--- src/rtl/sysid_regbank.sv ---
// System ID / build-info register bank with scratch words and an optional 64-bit uptime counter.
// Build macro SYSID_UPTIME_EN adds the uptime counter, its HI shadow and the CTRL register.
module sysid_regbank #(
    parameter logic [31:0] SYS_ID      = 32'h0100_0001,
    parameter logic [31:0] BUILD_TS    = 32'h5820_ADA2,
    parameter int          ADDR_W      = 4,
    parameter int          NUM_SCRATCH = 4,
    parameter int          RD_LAT      = 1
) (
    input  logic              clock,
    input  logic              reset_n,
    input  logic [ADDR_W-1:0] address,
    input  logic              read,
    input  logic              write,
    input  logic [31:0]       writedata,
    output logic [31:0]       readdata,
    output logic              readdatavalid
);
    // Handshake: no waitrequest; every cycle with read=1 is one accepted read whose
    // response (readdatavalid=1 for exactly one cycle) follows RD_LAT cycles later,
    // in issue order; writes complete at the accepting edge; readdata is 0 when not valid.

    localparam int SCR_N = (NUM_SCRATCH > 0) ? NUM_SCRATCH : 1;
`ifdef SYSID_UPTIME_EN
    localparam logic UPTIME_PRESENT = 1'b1;
`else
    localparam logic UPTIME_PRESENT = 1'b0;
`endif
    localparam logic [31:0] CAPS = {23'd0, UPTIME_PRESENT, 2'd0, 2'(RD_LAT), 4'(NUM_SCRATCH)};

    logic [31:0]       rd_mux;
    logic [31:0]       scratch [SCR_N];
    logic [RD_LAT-1:0] vld_pipe;
    logic [31:0]       dat_pipe [RD_LAT];

`ifdef SYSID_UPTIME_EN
    logic [63:0] uptime;
    logic [31:0] uptime_hi_shadow;
    logic        freeze;
    logic        ctrl_wr;

    assign ctrl_wr = write && (address == ADDR_W'(5));

    // CLEAR wins over increment; a FREEZE written now only gates the following edges.
    always_ff @(posedge clock or negedge reset_n) begin
        if (!reset_n) begin
            uptime           <= '0;
            uptime_hi_shadow <= '0;
            freeze           <= 1'b0;
        end else begin
            if (ctrl_wr && writedata[1]) begin
                uptime <= '0;
            end else if (!freeze) begin
                uptime <= uptime + 64'd1;
            end
            if (ctrl_wr) begin
                freeze <= writedata[0];
            end
            if (read && (address == ADDR_W'(3))) begin
                uptime_hi_shadow <= uptime[63:32];
            end
        end
    end
`endif

    always_ff @(posedge clock or negedge reset_n) begin
        if (!reset_n) begin
            for (int i = 0; i < SCR_N; i++) begin
                scratch[i] <= '0;
            end
        end else begin
            for (int i = 0; i < NUM_SCRATCH; i++) begin
                if (write && (address == ADDR_W'(8 + i))) begin
                    scratch[i] <= writedata;
                end
            end
        end
    end

    // Read mux sees pre-edge state, so a same-cycle write to the read word returns the old value.
    always_comb begin
        rd_mux = 32'h0;
        if (address == ADDR_W'(0)) rd_mux = SYS_ID;
        if (address == ADDR_W'(1)) rd_mux = BUILD_TS;
        if (address == ADDR_W'(2)) rd_mux = CAPS;
`ifdef SYSID_UPTIME_EN
        if (address == ADDR_W'(3)) rd_mux = uptime[31:0];
        if (address == ADDR_W'(4)) rd_mux = uptime_hi_shadow;
        if (address == ADDR_W'(5)) rd_mux = {31'd0, freeze};
`endif
        for (int i = 0; i < NUM_SCRATCH; i++) begin
            if (address == ADDR_W'(8 + i)) rd_mux = scratch[i];
        end
    end

    always_ff @(posedge clock or negedge reset_n) begin
        if (!reset_n) begin
            vld_pipe <= '0;
            for (int i = 0; i < RD_LAT; i++) begin
                dat_pipe[i] <= '0;
            end
        end else begin
            vld_pipe[0] <= read;
            dat_pipe[0] <= read ? rd_mux : 32'h0;
            for (int i = 1; i < RD_LAT; i++) begin
                vld_pipe[i] <= vld_pipe[i-1];
                dat_pipe[i] <= dat_pipe[i-1];
            end
        end
    end

    assign readdatavalid = vld_pipe[RD_LAT-1];
    assign readdata      = dat_pipe[RD_LAT-1];

endmodule

--- config.mk ---
export PLATFORM = sky130hd
export DESIGN_NAME = sysid_regbank
export DESIGN_NICKNAME = d
export VERILOG_FILES = /design/src/rtl/sysid_regbank.sv
export SDC_FILE = /design/constraint.sdc
export NUM_CORES = 1
export LEC_CHECK = 0
export CAP_MARGIN = 20
export CORE_MARGIN = 2
export CORE_UTILIZATION = 51
export CTS_CLUSTER_DIAMETER = 40
export DETAILED_ROUTE_END_ITERATION = 8
export PLACE_DENSITY_LB_ADDON = 0.08
export SETUP_SLACK_MARGIN = 0.5
export SLEW_MARGIN = 40
export SYNTH_ARGS = -nofsm -noshare
export SYNTH_HDL_FRONTEND = slang
export SYNTH_SLANG_ARGS = --single-unit
--- constraint.sdc ---
create_clock -name clock -period 0.87 [get_ports clock]
set_input_delay 0.087 -clock clock [delete_from_list [all_inputs] [get_ports clock]]
set_output_delay 0.087 -clock clock [all_outputs]
set_load 0.05 [all_outputs]
=== Word level (Yosys, flattened, before mapping) ===
Index checks and enable logic that the tools add are counted.

* Register bits after elaboration: 161
* Input port bits: 40
* Output and inout bits: 33
* Logic and storage cells: 25

* Equal/unequal tests: 6
* Multiplexer cells: 8
* Reductions and logical operators: 5

{| class="wikitable"
|+ Operator list
! operator !! number
|-
| $mux 32 || 7
|-
| $mux 25 || 1
|-
| $eq 4x4->1 const B || 4
|-
| $eq 4x1->1 const B || 1
|-
| $eq 4x2->1 const B || 1
|-
| $logic_and 1x1->1 || 4
|-
| $logic_not 4->1 || 1
|}

=== Depth between registers and ports, before layout ===
* Depth after elaboration: 9
* Depth in mapped cells: 7

=== Worst setup path after synthesis ===
OpenSTA, ideal clock, no wires.

* Path kind: input to register
* From: input port address[3]
* To: register scratch[33] (netlist name)
* Arrival time: 1.223 ns
* Data required time: 0.745 ns
* Setup slack: -0.478 ns
* Cell stages on the path: 6
* Buffers on the path: 2
* Path through: nor2b_1 > buf_4 > nand2_4 > nor3b_4 > buf_6 > mux2_2

* Longest elaborated chain between the ends: 2

{| class="wikitable"
|+ RTL lines
! what !! line !! source
|-
| start, declared || 12 || <nowiki>input logic [ADDR_W-1:0] address,</nowiki>
|-
| $eq 4x4->1 || 73 || <nowiki>if (write && (address == ADDR_W'(8 + i))) begin</nowiki>
|-
| $logic_and 1x1->1 || 73 ||
|-
| end signal, assigned by index || 74 || <nowiki>scratch[i] <= writedata;</nowiki>
|-
| end, declared || 32 || <nowiki>logic [31:0] scratch [SCR_N];</nowiki>
|}

Every way passes these cells.
A chain may end at the register's enable or synchronous reset.

=== Worst setup path after layout ===
* From: input port address[3]
* To: register scratch[64] (netlist name)

Same word-level chain as after synthesis.

==> impl_metrics.toml <==
[detailed_routing]
postRouteWirelength_um = 21010
wl_per_cell_um = 25.91
drt.antenna.violating_nets = 0
drtPass1Iterations = 5
num_vias = 4983
drt_iter0_drc = 379
via_per_inst = 6.144
drc = 0

[timing]
fin_crit_ns = 1.166
slew_headroom = 0.7504
finalHoldWorstSlack_ns = -0.5094
rsz0062_at_grt = "true"
finClkSkew_ns = 0.01983
layout_setup_ws_ns = -0.2958
tightest_slew_ns = 0.3744
maxSlewViolCount = 0
setup_viol = 193
hold_violations = 161
timing.final.crit_share = 1.340
max_freq_mhz = 857.8

[outcome]
violations = "negative hold slack, negative setup slack"
status = "finished with violations"

[floorplanning]
placementRows = 41
dieArea_mm2 = 0.01407
ioPinCount = 73
die_x_um = 118.6
core_area_mm2 = 0.01272
die_y_um = 118.6
start_util = 0.5266

[cts]
htree_levels = 4
cts_max_path_buffers = 2
cts_root_buf = "clkbuf_16"
clock_latency_ns = 0.45
clock_sinks = 161
cts.clk_slew.worst_paths_ns = 0.07
cts_tree = "built"
numCtsBuffers = 17

[power]
p_leak_nw = 4.675
p_total_mw = 21.85
ir_worst_vdd_mv = 1.790
internal_power_mw = 16.15
clockPowerShare = 0.334
seqPwrFrac = 0.462
pwr-share-comb = 0.204
switching_share = 0.2611
powerDensity_mw_per_mm2 = 2086
power.switching_mw = 5.705

[placement]
preCtsSetupSlack_ns = -1.019
port_buffers = 72
hpwlAfterDp_um = 9398
place.gp.congestion = 0.7318
dp.cells = 739

[logic_synthesis]
async_flop_share = 1.000
synth_fp_nets = 531
ys_types = 29
synthFlopType = "dfrtp_1"
synth_edf_count = 0
ys_warn_count = 0
synth_seq_cells = 161
syn_area_mm2 = 0.006699
netlist_instances = 491
syn_area_per_cell_um2 = 13.64
ys_seq_area_frac = 0.6014

[layout]
layout-drive-gt1-share = 0.5603
layout_commonest_cell = "dfrtp_1"
seq_area_mm2 = 0.004070
antenna_cells = 0
fin_nets = 666
area_growth_pct = 56.35
multiInputGateArea_mm2 = 0.003314
final_cell_mix = "dfrtp_1, mux2_4, buf_12, dfrtp_2, clkdlybuf4s50_1"
n_fill_cell = 624
final_core_util = 0.8233
finalNonFillerCells = 811

[run]
maxCapViolations = 0

[setup_path]
crit_type = "primary input to register"
startpoint_type = "primary input"
path_max_fanout = 6
crit_path_end_kind = "register"
crit_arrival_ns = 1.50
required_ns = 1.20

[global_routing]
grt_max_degree = 44
grt_pass1_vias = 5301
grt_pass1_wl_um = 31820
overflow = 0
antenna_found_initial = 0
grt_usage = 0.3030

[hold_path]
hp-class = "primary input to asynchronous set/reset pin"
[sequential cells by signal (all words and copies together), names as in the netlist]
signal and flops:
scratch 128, readdatavalid 1, readdata 32
[cells by family (layout without fill, tap and decap cells)]
logic type      Yosys count  after routing  share of synthesized area
flops                   161            161                     0.6014
mux                     128            128                     0.2152
compound gates          112            112                     0.1128
simple gates             53             53                    0.04390
buf+inv                  37            185                    0.02671
[Yosys cell counts (all sizes together) (4+ instances only)]
cell type	number	area [um^2]
nor2	21	83.83
o21ai	20	100.1
a21oi	30	150.1
o221ai	16	140.1
a211oi	16	120.1
o211a	12	120.1
clkbuf	18	67.56
mux2	128	1441
nand2	4	22.52
buf	18	107.6
o22ai	12	75.07
nor2b	21	131.4
dfrtp	161	4029
[power groups by stage]
| stage | combinational (mW) | sequential, mW | clock [mW] |
|---|---|---|---|
| 6_report | 4.45 | 10.1 | 7.30 |
| 5_1_grt | 4.69 | 10.2 | 7.70 |
| 4_1_cts | 4.18 | 9.84 | 7.30 |
| 3_5_place_dp | 3.06 | 9.80 | 0 |
| 3_3_place_gp | 2.95 | 9.71 | 0 |
| 2_1_floorplan | 1.77 | 9.78 | 0 |
[worst max-delay path: stages]
cell       delay, ns
buf_6           0.08
nor2b_4         0.13
buf_6           0.12
nand2_8         0.06
buf_12          0.13
buf_6           0.11
nor2_4          0.14
buf_6           0.15
clkbuf_16       0.17
mux2_4          0.33
[final timing paths]
path	cells past startpoint	startpoint	slack, ns	to
min in group clock	4	address[2]	0.06	readdata[0]
max in group asynchronous	2	reset_n	0.79	readdata[30]
min reg2reg	1	scratch[85]	0.51	scratch[85]
max	10	address[3]	-0.30	scratch[64]
min	1	reset_n	-0.51	readdata[0]
max reg2reg	3	scratch[64]	-0.19	readdata[0]
[through the flow]
stage / TNS [ns] / area [um^2]
2_1_floorplan: -50.59 / 6818
3_3_place_gp: -154.61 / 8263
3_5_place_dp: -156.08 / 8263
4_1_cts: -26.76 / 10190
5_1_grt: -41.22 / 10470
6_report: -35.72 / 10470
[per-layer routing]
| layer | up-vias | share of wire | track usage | wire [um] |
|---|---|---|---|---|
| li1 | 2088 | - | - | - |
| met1 | 2645 | 0.42 | 0.4096 | 8752 |
| met5 | - | 0 | 0 | 0 |
| met3 | 39 | 0.060 | 0.08205 | 1259 |
| met4 | 0 | 0.029 | 0.1451 | 605 |
| met2 | 211 | 0.49 | 0.4547 | 10390 |
[final cells by class]
| class | count | area share |
|---|---|---|
| clock inverter | 4 | 0.004539 |
| clock buffer | 28 | 0.05029 |
| tap | 172 | 0.02055 |
| timing repair buffer | 152 | 0.2192 |
| inverter | 1 | 0.0003584 |
| multi-input combinational | 293 | 0.3164 |
| sequential | 161 | 0.3886 |
[timing repair]
item                                   4_1_cts  5_1_grt
pin swaps                                   32       12
cloned                                      15        1
endpoints found under the hold margin      161      161
setup endpoints to repair                  194      193
setup buffers                               21        3
gates resized for setup                    217       47
Power figures use the tool's default switching activity.
